**config.mk**
```make
export PLATFORM = sky130hd
export DESIGN_NAME = op_readout
export DESIGN_NICKNAME = d
export VERILOG_FILES = /design/src/rtl/core_pkg.sv /design/src/rtl/op_skid_fifo.sv /design/src/rtl/op_readout.sv
export SDC_FILE = /design/constraint.sdc
export NUM_CORES = 1
export LEC_CHECK = 0
export CAP_MARGIN = 20
export CORE_ASPECT_RATIO = 1.1
export CORE_UTILIZATION = 55
export CTS_BUF_LIST = sky130_fd_sc_hd__clkbuf_2
export DETAILED_ROUTE_END_ITERATION = 7
export PLACE_DENSITY = 0.92
export SKIP_CTS_REPAIR_TIMING = 1
export SLEW_MARGIN = 20
export SYNTH_ARGS = -nofsm -noshare
export SYNTH_HDL_FRONTEND = slang
export SYNTH_HIERARCHICAL = 1
export SYNTH_SLANG_ARGS = --single-unit
```
**constraint.sdc**
```tcl
create_clock -name clk -period 15.4 [get_ports clk]
set_input_delay 3.08 -clock clk [delete_from_list [all_inputs] [get_ports clk]]
set_output_delay 3.08 -clock clk [all_outputs]
set_load 0.01 [all_outputs]
```
**src/rtl/core_pkg.sv**
```systemverilog
// Purpose: shared core constants, OP row payload type, readout FSM encoding
//          and the per-lane ReLU helper used by the OP readout stage.
// Ports:   none (package).
package core_pkg;

  localparam int unsigned COL        = 8;
  localparam int unsigned PSUM_BW    = 16;
  localparam int unsigned ROW_W      = COL * PSUM_BW;
  localparam int unsigned OP_ADDR_BW = 9;
  localparam int unsigned OP_DEPTH   = 340;

  // One OP row: lane i occupies bits [i*PSUM_BW +: PSUM_BW]
  typedef logic [COL-1:0][PSUM_BW-1:0] op_row_t;

  typedef enum logic [1:0] {
    ST_IDLE  = 2'd0,
    ST_READ  = 2'd1,
    ST_DRAIN = 2'd2,
    ST_DONE  = 2'd3
  } readout_state_e;

  // Zero every negative lane when enabled; positive lanes pass untouched
  function automatic op_row_t relu_row(input op_row_t row, input logic en);
    op_row_t res;
    res = row;
    for (int unsigned i = 0; i < COL; i++) begin
      if (en && row[i][PSUM_BW-1]) begin
        res[i] = '0;
      end
    end
    return res;
  endfunction

endpackage

```
**src/rtl/op_skid_fifo.sv**
```systemverilog
// Purpose: 2-entry output buffer between the OP SRAM read port and the
//          valid/ready stream; absorbs SRAM latency and sink backpressure.
// Ports:   clk, reset   clock, async active-high reset (empties the buffer)
//          i_push/i_data  write one row
//          i_pop          remove head row (ignored when empty)
//          o_data         head row
//          o_full/o_empty occupancy flags
module op_skid_fifo
  import core_pkg::*;
(
  input  logic    clk,
  input  logic    reset,
  input  logic    i_push,
  input  op_row_t i_data,
  input  logic    i_pop,
  output op_row_t o_data,
  output logic    o_full,
  output logic    o_empty
);

  op_row_t    r_mem [2];
  logic       r_wr_ptr;
  logic       r_rd_ptr;
  logic [1:0] r_count;
  logic       w_push;
  logic       w_pop;

  // A push into a full buffer is only legal when the head leaves this cycle
  assign w_pop  = i_pop && (r_count != 2'd0);
  assign w_push = i_push && ((r_count != 2'd2) || w_pop);

  always_ff @(posedge clk or posedge reset) begin
    if (reset) begin
      r_mem[0] <= '0;
      r_mem[1] <= '0;
      r_wr_ptr <= 1'b0;
      r_rd_ptr <= 1'b0;
      r_count  <= 2'd0;
    end else begin
      if (w_push) begin
        r_mem[r_wr_ptr] <= i_data;
        r_wr_ptr        <= ~r_wr_ptr;
      end
      if (w_pop) begin
        r_rd_ptr <= ~r_rd_ptr;
      end
      case ({w_push, w_pop})
        2'b10:   r_count <= r_count + 2'd1;
        2'b01:   r_count <= r_count - 2'd1;
        default: r_count <= r_count;
      endcase
    end
  end

  assign o_data  = r_mem[r_rd_ptr];
  assign o_full  = (r_count == 2'd2);
  assign o_empty = (r_count == 2'd0);

endmodule

```
**src/rtl/op_readout.sv**
```systemverilog
// Purpose: reads num_rows psum rows from the OP SRAM starting at base_addr,
//          applies optional per-lane ReLU and streams rows over valid/ready.
// Ports:   clk, reset                    clock, async active-high reset
//          start/base_addr/num_rows/relu_en  job request, sampled in IDLE
//          OP_addr/OP_cen/OP_wen/OP_q    OP SRAM read port (1-cycle latency)
//          out_data/out_valid/out_ready  output row stream
//          busy/done                     job status
module op_readout
  import core_pkg::*;
(
  input  logic                  clk,
  input  logic                  reset,
  input  logic                  start,
  input  logic [OP_ADDR_BW-1:0] base_addr,
  input  logic [OP_ADDR_BW-1:0] num_rows,
  input  logic                  relu_en,
  output logic [OP_ADDR_BW-1:0] OP_addr,
  output logic                  OP_cen,
  output logic                  OP_wen,
  input  logic [ROW_W-1:0]      OP_q,
  output logic [ROW_W-1:0]      out_data,
  output logic                  out_valid,
  input  logic                  out_ready,
  output logic                  busy,
  output logic                  done
);

  readout_state_e        r_state;
  readout_state_e        w_state_nxt;
  logic [OP_ADDR_BW-1:0] r_addr;
  logic [OP_ADDR_BW-1:0] r_rows_left;
  logic                  r_inflight;
  logic                  r_relu;
  logic                  r_busy;
  logic                  r_done;
  logic                  w_issue;
  logic                  w_pop;
  logic                  w_full;
  logic                  w_empty;
  op_row_t               w_head;

  op_skid_fifo u_buf (
    .clk     (clk),
    .reset   (reset),
    .i_push  (r_inflight),
    .i_data  (op_row_t'(OP_q)),
    .i_pop   (w_pop),
    .o_data  (w_head),
    .o_full  (w_full),
    .o_empty (w_empty)
  );

  assign w_pop = !w_empty && out_ready;

  // Next state and read issue. A read needs a free slot when it lands next
  // cycle; a head leaving this cycle frees one, except when already full.
  always_comb begin
    w_state_nxt = r_state;
    w_issue     = 1'b0;
    case (r_state)
      ST_IDLE: begin
        if (start) begin
          w_state_nxt = (num_rows == '0) ? ST_DONE : ST_READ;
        end
      end
      ST_READ: begin
        w_issue = (r_rows_left != '0) && !w_full &&
                  (w_empty || !r_inflight || w_pop);
        if (w_issue && (r_rows_left == OP_ADDR_BW'(1))) begin
          w_state_nxt = ST_DRAIN;
        end
      end
      ST_DRAIN: begin
        if (!r_inflight && (w_empty || (!w_full && w_pop))) begin
          w_state_nxt = ST_DONE;
        end
      end
      ST_DONE: begin
        w_state_nxt = ST_IDLE;
      end
      default: begin
        w_state_nxt = ST_IDLE;
      end
    endcase
  end

  // FSM state register
  always_ff @(posedge clk or posedge reset) begin
    if (reset) begin
      r_state <= ST_IDLE;
    end else begin
      r_state <= w_state_nxt;
    end
  end

  // Job registers: address/row counters, in-flight flag, status outputs
  always_ff @(posedge clk or posedge reset) begin
    if (reset) begin
      r_addr      <= '0;
      r_rows_left <= '0;
      r_inflight  <= 1'b0;
      r_relu      <= 1'b0;
      r_busy      <= 1'b0;
      r_done      <= 1'b0;
    end else begin
      r_inflight <= w_issue;
      r_busy     <= (w_state_nxt != ST_IDLE);
      r_done     <= (w_state_nxt == ST_DONE);
      if ((r_state == ST_IDLE) && start) begin
        r_addr      <= base_addr;
        r_rows_left <= num_rows;
        r_relu      <= relu_en;
      end else if (w_issue) begin
        r_addr      <= (r_addr == OP_ADDR_BW'(OP_DEPTH - 1)) ? '0
                                                              : r_addr + OP_ADDR_BW'(1);
        r_rows_left <= r_rows_left - OP_ADDR_BW'(1);
      end
    end
  end

  assign OP_addr   = r_addr;
  assign OP_cen    = !w_issue;
  assign OP_wen    = 1'b1;
  assign out_valid = !w_empty;
  assign out_data  = relu_row(w_head, r_relu);
  assign busy      = r_busy;
  assign done      = r_done;

endmodule

```
==> summary.txt, run 1 <==
Layout area overhead - 26.4%
Via count - 9151
Outcome - finished, violations left
Clk sinks - 284
Syn Area/Cell - 13.6 sq um
DR pass1 iterations - 7
Die Ht - 167 microns
Fraction of layout cells with a size suffix above 1 - 38.2%
Post-Route WL - 31000 microns
Crit path capture type - primary output
Port bufs - 291
Initial Util - 56.0%
H-Tree Level Count - 3
Most common flop cell mapped by yosys - dfrtp_1
Sequential fraction of the synthesis area - 52.0%
GR Overflow Total - 0
Chip Width - 152 microns
Clock Skews - 0.0995 ns
CTS max path bufs - 3
Failing checks - DRC
Remaining DRCs - 19
Root buffer cell - clkbuf_2
Synthesized area - 13700 sq um
Post-DR wirelength/cell - 18.4 microns
Final hold violation count - 0
Core box area - 24400 sq um
Max-Cap Viols - 0
CP Cell Sequence - clkdlybuf4s50_1 > nor3b_1 > nor4b_2 > nand2_8 > clkdlybuf4s50_1
Crit Path Class - input pin to primary output
# nets final - 1480
Final Max Tran Viols - 0
Area leader, netlist - dfrtp_1
RSZ-0062 raised after global routing - no
Synth top area cells - dfrtp_1 52%, mux2_2 32%, and2_1 5.5%
CP peak stage delay - 0.78 ns
CP dominant cell by count - clkdlybuf4s50_1
Fmax - 122 MHz
Antenna violations before repair - 3
First-pass GRT wire length - 50800 microns
HP Class - flip-flop to flip-flop
Crit Path Max Fanout - 6
Netlist cell types - 54
Crit share post-route - 53.1%
Die area - 25500 sq um
Worst slew margin - 35.8%
Row Count - 60
Gpl congestion - 0.832
Num CTS Buffers - 73
GRT Overall Usage - 25.0%
Ys Warns - 6
Synthesized instance count - 1004
Post-route setup slack - 7.22 ns
Min Tclk post-route - 8.18 ns
Largest net degree at the start of global routing - 98
Post-synthesis async set-or-reset flop share - 100%
Startpoint types - input pin
Post-DRT Antenna Nets - 0
Setup TNS - 0 ns
Pwr/cell area - 246 nW/um^2
Vias per cell - 5.43
Synth top area share - 52.0%
P_leak - 0.00717 uW
Iteration-0 DRC Markers - 313
Clk slew on worst S/H paths - 0.09 ns
IO Pins - 293
Worst EP arrival - 5.10 ns
Least-Margin Pin Slew - 0.963 ns
Slowest cell on the critical path - nor4b_2
Final setup viols - 0
Post-synthesis sequential element count - 284
CTS tree - yes
HPWL after detailed placement - 20700 microns
Peak supply drop - 0.175 mV
Mapped Nets - 1160
Pre-CTS setup slack - 7.21 ns
Vias in the first global route - 10.1k
Hold Worst Slack - 0.506 ns
Worst skew pair latency - 0.81 ns
Post-synth EDFFs - 0
Critical Path RT - 12.32 ns
power by group:
part           switching, uW  internal [uW]  total, uW
Combinational            929           1440       2370
Clock                    300            202        502
Sequential               237           1130       1370
layout make-up:
type	count	area, sq um
Timing Repair Buffer	301	3000
Antenna cell	3	7.51
Clock inverter	16	95.1
Multi-Input combinational cell	652	6060
Sequential cell	284	7110
Inverter	12	57.6
Tap cell	310	388
Clock buffer	108	541
Fill cell	1701	7140
cell usage after synthesis, types with 3 or more instances:
master and number:
a32oi_1 3, dfrtp_1 284, mux2_2 384, nor2b_1 12, a21oi_1 3, xor2_1 5, buf_2 12, o21ai_0 9
xnor2_1 4, and2_1 120, nor3_1 9, nand3_1 7, ha_1 5, inv_1 11, nor2_1 15, and3_1 3
nand2_1 28, clkbuf_8 6, clkbuf_1 13, a221o_1 4, nor4_1 4, buf_6 23
worst max-delay path, delay by kind of cell:
| family | cells | cell delay (ns) |
|---|---|---|
| buffers and inverters | 2 | 1.03 |
| AND/OR/NAND/NOR | 3 | 1.00 |
sequential cells by signal, summed over array words and instances (netlist names):
name	count
OP_addr	9
u_buf/r_wr_ptr	1
u_buf/r_count	2
done	1
u_buf/r_rd_ptr	1
r_relu	1
busy	1
r_inflight	1
u_buf/r_mem	256
r_state	2
r_rows_left	9
logic make-up after synthesis:
family,synth area share [%]
AND/OR/NAND/NOR,9.52
multiplexers,31.7
buffers and inverters,3.77
AO/OA/AOI/OAI,1.96
adder cells (fa/ha/maj),0.458
other,0.0275
XOR/XNOR,0.577
flip-flops,52.0
placed cells by master, fill, tap and decap left out, types with 3 or more instances in the layout:
master,Yosys,layout
buf_4,2,8
and3_1,3,3
diode_2,0,3
nor3_1,9,9
clkbuf_2,0,108
inv_1,11,10
nand3_1,7,7
o21ai_0,9,9
a221o_1,4,4
ha_1,5,5
mux2_2,384,384
nor2_1,15,14
clkdlybuf4s50_1,0,291
nor2b_1,12,12
a32oi_1,3,3
dfrtp_1,284,283
clkinv_1,0,10
nor4_1,4,4
xnor2_1,4,4
a21oi_1,3,3
and2_1,120,120
xor2_1,5,5
nand2_1,28,28
worst paths after layout:
| check | from | cells after the start | endpoint | slack (ns) |
|---|---|---|---|---|
| min in group asynchronous | reset | 2 | u_buf/r_mem[13]$_DFFE_PP0P_ | 2.81 |
| max in group asynchronous | reset | 4 | u_buf/r_mem[83]$_DFFE_PP0P_ | 11.30 |
| max | out_ready | 5 | OP_cen | 7.22 |
| min reg2reg | u_buf/r_mem[25]$_DFFE_PP0P_ | 1 | u_buf/r_mem[25]$_DFFE_PP0P_ | 0.51 |
| min | u_buf/r_mem[25]$_DFFE_PP0P_ | 1 | u_buf/r_mem[25]$_DFFE_PP0P_ | 0.51 |
| max reg2reg | u_buf/r_count[0]$_DFFE_PP0P_ | 6 | OP_addr[7]$_DFFE_PP0P_ | 12.83 |
metrics by stage:
| step | util, % | total power (uW) | area [sq um] | instances |
|---|---|---|---|---|
| 6_report | 70.7 | 4240 | 17300 | 1686 |
| 5_1_grt | 70.7 | 4520 | 17300 | 1686 |
| 4_1_cts | 70.6 | 4280 | 17200 | 1682 |
| 3_5_place_dp | 68.0 | 3760 | 16600 | 1558 |
| 3_3_place_gp | 68.0 | 3670 | 16600 | 1558 |
| 2_1_floorplan | - | 2860 | 13700 | 1004 |
routing by layer:
layer	vias up	GRT usage, %	part of all wire, %
met5	-	0	0
met2	317	42.1	50
li1	4209	-	-
met4	0	13.0	3.8
met3	78	6.81	7.1
met1	4547	29.3	39
Power figures use the tool's default switching activity.
==> inputs of run 2 (changes only) <==
--- a/config.mk
+++ b/config.mk
@@ -7,10 +7,10 @@
 export LEC_CHECK = 0
 export CAP_MARGIN = 20
 export CORE_ASPECT_RATIO = 1.1
-export CORE_UTILIZATION = 55
+export CORE_UTILIZATION = 48
 export CTS_BUF_LIST = sky130_fd_sc_hd__clkbuf_2
 export DETAILED_ROUTE_END_ITERATION = 7
-export PLACE_DENSITY = 0.92
+export PLACE_DENSITY = 0.86
 export SKIP_CTS_REPAIR_TIMING = 1
 export SLEW_MARGIN = 20
 export SYNTH_ARGS = -nofsm -noshare
==> constraint.sdc (replaced) <==
create_clock -name clk -period 6.6 [get_ports clk]
set_input_delay 1.32 -clock clk [delete_from_list [all_inputs] [get_ports clk]]
set_output_delay 1.32 -clock clk [all_outputs]
set_load 0.01 [all_outputs]
==> run 2 against run 1 <==
Against the previous run: the run now ends clean; combinational power grew 130%; cell area is 0.41% higher; utilization down 8.6 points; global-route usage fell by 3.3 points; power is 130% higher; register-to-register slack got worse by 8.9 ns; clock-buffer cell count did not move; critical path depth stayed put; sequential power rose by 130%; critical endpoint is now out_data[27]; highest routed layer unchanged.
==> summary.txt, run 2 (same netlist as run 1, synthesis figures left out) <==
Setup TNS - 0 ns (unchanged)
Num CTS Buffers - 75 (+2.7%)
Fraction of layout cells with a size suffix above 1 - 38.5% (+0.30 points)
Fmax - 200 MHz
Clk slew on worst S/H paths - 0.10 ns (about the same)
Post-Route WL - 31200 microns (+0.87%)
Post-DR wirelength/cell - 18.0 microns (-2.1%)
Port bufs - 291 (unchanged)
Via count - 9089 (-0.68%)
Die area - 29100 sq um (+14%)
Crit Path Max Fanout - 46 (+40)
DR pass1 iterations - 5 (-2)
H-Tree Level Count - 3 (unchanged)
Top reg by flops - u_buf/r_mem
CP Cell Sequence - buf_4 > mux2_2 > nand2_1 > and2_1 > clkdlybuf4s50_1
Max-Cap Viols - 0 (unchanged)
HP Class - flip-flop to flip-flop
CTS max path bufs - 3 (unchanged)
# nets final - 1482 (+0.14%)
Iteration-0 DRC Markers - 323 (+3.2%)
Chip Width - 163 microns (+7.0%)
Least-Margin Pin Slew - 1.01 ns (+0.0479 ns)
Row Count - 64 (+6.7%)
IO Pins - 293 (unchanged)
Peak supply drop - 0.301 mV (+72%)
Pwr/cell area - 571 nW/um^2 (+130%)
CTS tree - yes
Slowest cell on the critical path - dfrtp_4
Max reg flops - 256 (unchanged)
Startpoint types - flip-flop
Vias per cell - 5.23 (-3.6%)
Remaining DRCs - 0 (-19)
Outcome - complete, no violations
Vias in the first global route - 9861 (-1.9%)
Critical Path RT - 5.28 ns (-7.04 ns)
Clk sinks - 284 (unchanged)
CP peak stage delay - 0.89 ns (+0.11 ns)
Final setup viols - 0 (unchanged)
Register area - 7110 sq um (unchanged)
Initial Util - 49.0% (-7.0 points)
GRT Overall Usage - 21.7% (-3.3 points)
Die Ht - 179 microns (+7.0%)
Core box area - 27900 sq um (+14%)
Worst slew margin - 32.6% (-3.2 points)
Worst Hold Launch - u_buf/r_mem[78]$_DFFE_PP0P_
Largest net degree at the start of global routing - 170 (+73%)
Hold Worst Slack - 0.503 ns (-0.00323 ns)
Pwr Total - 9890 uW (+130%)
Origin of the critical flop-to-flop path - u_buf/r_count[0]$_DFFE_PP0P_
First-pass GRT wire length - 50000 microns (-1.7%)
Multi-input logic area - 6060 sq um (unchanged)
Critical path origin - u_buf/r_rd_ptr$_DFFE_PP0P_
Worst path bufs/invs - 2 (unchanged)
Final Max Tran Viols - 0 (unchanged)
Worst skew pair latency - 0.86 ns (+0.05 ns)
Crit path capture type - primary output
Fillers - 2191 (+29%)
GR Overflow Total - 0 (unchanged)
HPWL after detailed placement - 20800 microns (+0.41%)
Root buffer cell - clkbuf_2
Clock Skews - 0.0920 ns (-0.00745 ns)
Crit share post-route - 75.8%
Most frequent cells in the layout - 384 x mux2_2, 291 x clkdlybuf4s50_1, 283 x dfrtp_1
Antenna violations before repair - 2 (-1)
P_leak - 0.00717 uW (about the same)
Final hold violation count - 0 (unchanged)
Most common cell after layout, fill and taps aside - mux2_2
Worst EP arrival - 3.69 ns (-1.41 ns)
Critical path's top delay family - buffers and inverters
Gpl congestion - 0.875 (+5.1%)
RSZ-0062 raised after global routing - no
Crit Path Class - flip-flop to primary output
Post-DRT Antenna Nets - 0 (unchanged)
Layout area overhead - 26.9%
Min Tclk post-route - 5.01 ns
==> run 2: layout make-up <==
class	instances	share of cell area, %
Clock inverter	13	0.578
Sequential cell	284	41.0
Multi-Input combinational cell	652	34.9
Antenna cell	4	0.0578
Inverter	12	0.310
Timing Repair Buffer	301	17.3
Clock buffer	108	3.12
Tap cell	363	2.62
==> run 2: per-layer routing <==
metal	part of all wire, %	global-route usage [%]	up-vias
met5	0	0	-
met4	2.8	9.03	0
met3	7.2	6.73	69
met2	49	36.4	286
met1	41	25.7	4523
li1	-	-	4211
==> run 2: path summary, 6_finish.rpt <==
kind,to,slack (ns),cells past startpoint
min in group asynchronous,u_buf/r_rd_ptr$_DFFE_PP0P_,0.79,2
worst max-delay path,out_data[27],1.59,5
worst min-delay path,u_buf/r_mem[78]$_DFFE_PP0P_,0.50,1
max in group asynchronous,u_buf/r_mem[103]$_DFFE_PP0P_,4.58,3
worst min register to register,u_buf/r_mem[78]$_DFFE_PP0P_,0.50,1
worst max register to register,OP_addr[7]$_DFFE_PP0P_,3.95,6
==> run 2: where the power goes <==
part / internal [uW] / switching, uW / total, uW
Clock: 477 / 708 / 1180
Sequential: 2640 / 541 / 3180
Combinational: 3350 / 2170 / 5520
Total: 6470 / 3420 / 9890
==> run 2: per-stage QoR <==
stage	worst slack [ns]	util, %	area, sq um	cells
floorplan	1.85	-	13700	1004
global placement	1.99	59.8	16700	1612
detailed placement	1.91	59.8	16700	1612
CTS	1.43	62.1	17300	1733
global route	1.31	62.2	17300	1734
finish	1.59	62.2	17300	1737
==> inputs of run 3 (changes only) <==
==> constraint.sdc (replaced) <==
create_clock -name clk -period 4.34 [get_ports clk]
set_input_delay 0.868 -clock clk [delete_from_list [all_inputs] [get_ports clk]]
set_output_delay 0.868 -clock clk [all_outputs]
set_load 0.01 [all_outputs]
==> run 3 against run 2 <==
Against the previous run: setup slack lost 1.3 ns; routed wire length grew 2.4%; critical path depth shrank 1; largest cell class unchanged.
==> summary.txt, run 3 (same netlist as run 1, synthesis figures left out) <==
Outcome - complete, no violations
Row Count - 64 (unchanged)
Final Max Tran Viols - 0 (unchanged)
Least-Margin Pin Slew - 0.937 ns (-0.0739 ns)
Vias per cell - 5.17 (-1.2%)
Via count - 9042 (-0.52%)
HPWL after detailed placement - 21500 microns (+3.4%)
Pwr/cell area - 869 nW/um^2 (+52%)
GRT Overall Usage - 22.3% (+0.66 points)
Startpoint types - flip-flop
Worst skew pair latency - 0.80 ns (-0.06 ns)
Most frequent cells in the layout - 384 x mux2_2, 291 x clkdlybuf4s50_1, 283 x dfrtp_1
Int Power - 9960 uW (+54%)
Core Util, Final - 62.8% (+0.57 points)
Crit Path Max Fanout - 33 (-28%)
Die area - 29100 sq um (unchanged)
H-Tree Level Count - 3 (unchanged)
IO Pins - 293 (unchanged)
# nets final - 1487 (+0.34%)
Num CTS Buffers - 74 (-1.3%)
CTS max path bufs - 3 (unchanged)
CTS tree - yes
DR pass1 iterations - 5 (unchanged)
Chip Width - 163 microns (unchanged)
Critical Path RT - 3.47 ns (-1.81 ns)
Iteration-0 DRC Markers - 360 (+11%)
Clock Skews - 0.0741 ns (-0.0179 ns)
Layout area overhead - 28.0%
Final setup viols - 0 (unchanged)
Post-DP Area - 16800 sq um (+0.80%)
Hold Worst Slack - 0.509 ns (+0.00598 ns)
Final hold violation count - 0 (unchanged)
Top reg by flops - u_buf/r_mem
Fmax - 246 MHz
Worst slew margin - 37.5% (+4.9 points)
Multi-input logic area - 6060 sq um (about the same)
Gpl congestion - 0.857 (-2.0%)
Max reg flops - 256 (unchanged)
Psw - 5230 uW (+53%)
Fraction of layout cells with a size suffix above 1 - 38.4% (-0.089 points)
Post-Route WL - 32000 microns (+2.4%)
Port bufs - 291 (unchanged)
Pwr Total - 15200 uW (+54%)
Crit path capture type - primary output
Root buffer cell - clkbuf_2
Setup TNS - 0 ns (unchanged)
GR Overflow Total - 0 (unchanged)
Final instance area - 17500 sq um (+0.91%)
Initial Util - 49.0% (unchanged)
RSZ-0062 raised after global routing - no
Die Ht - 179 microns (unchanged)
Combinational share of power - 56.3% (+0.4 points)
Largest net degree at the start of global routing - 69 (-59%)
Remaining DRCs - 0 (unchanged)
HP Class - flip-flop to flip-flop
Switching share of power - 34.4% (-0.13 points)
Clk slew on worst S/H paths - 0.09 ns (about the same)
Post-DRT Antenna Nets - 0 (unchanged)
Worst EP arrival - 3.20 ns (-0.49 ns)
Peak supply drop - 0.501 mV (+66%)
Crit share post-route - 93.7%
Antenna violations before repair - 6 (+4)
Crit Path Class - flip-flop to primary output
Core box area - 27900 sq um (unchanged)
Clk pwr share - 12.1% (about the same)
Fillers - 2222 (+1.4%)
Max-Cap Viols - 0 (unchanged)
Post-DR wirelength/cell - 18.3 microns (+1.7%)
Clk sinks - 284 (unchanged)
Register area - 7110 sq um (unchanged)
Min Tclk post-route - 4.07 ns
Most common cell after layout, fill and taps aside - mux2_2
First-pass GRT wire length - 50900 microns (+1.9%)
Vias in the first global route - 9976 (+1.2%)
P_leak - 0.00723 uW (+0.94%)
Register share of total power - 31.6% (-0.6 points)
[run 3: layer usage]
layer	track usage, %	up-vias	part of all wire (%)
met5	0	-	0
met1	26.3	4478	40
li1	-	4209	-
met3	6.64	56	7.4
met2	37.9	299	50
met4	9.70	0	2.9
[run 3: final timing paths]
path,from,end,slack [ns],cells after the start
max,u_buf/r_rd_ptr$_DFFE_PP0P_,out_data[106],0.27,4
min,u_buf/r_mem[196]$_DFFE_PP0P_,u_buf/r_mem[196]$_DFFE_PP0P_,0.51,1
max reg2reg,u_buf/r_count[0]$_DFFE_PP0P_,OP_addr[8]$_DFFE_PP0P_,1.81,6
min reg2reg,u_buf/r_mem[196]$_DFFE_PP0P_,u_buf/r_mem[196]$_DFFE_PP0P_,0.51,1
max in group asynchronous,reset,u_buf/r_mem[204]$_DFFE_PP0P_,2.83,3
min in group asynchronous,reset,u_buf/r_mem[253]$_DFFE_PP0P_,0.60,2
[run 3: layout make-up]
cell class,instances,share of cell area (%)
Timing Repair Buffer,307,17.9
Sequential cell,284,40.7
Tap cell,363,2.60
Multi-Input combinational cell,652,34.6
Clock buffer,107,3.06
Clock inverter,19,0.737
Antenna cell,5,0.0716
Inverter,12,0.308
[run 3: through the flow]
| stage | setup WS [ns] | std cells |
|---|---|---|
| final | 0.274 | 1749 |
| after global routing | 0.0288 | 1748 |
| after CTS | -0.0640 | 1744 |
| after detailed placement | 0.826 | 1618 |
| after global placement | 0.880 | 1618 |
| after floorplan | 0.0444 | 1004 |
[run 3: worst max-delay path: stages, from the launching register on]
cell and delay (ns):
dfrtp_4 0.77, mux2_2 0.40, nand2_1 0.48, and2_1 0.22, clkdlybuf4s50_1 0.55
[run 3: power groups by stage]
stage,clock (uW),sequential (uW),combinational (uW)
2_1_floorplan,0,4560,5590
3_3_place_gp,0,4750,8470
3_5_place_dp,0,4850,8610
4_1_cts,1930,4800,8640
5_1_grt,2060,4980,9180
6_report,1840,4790,8560
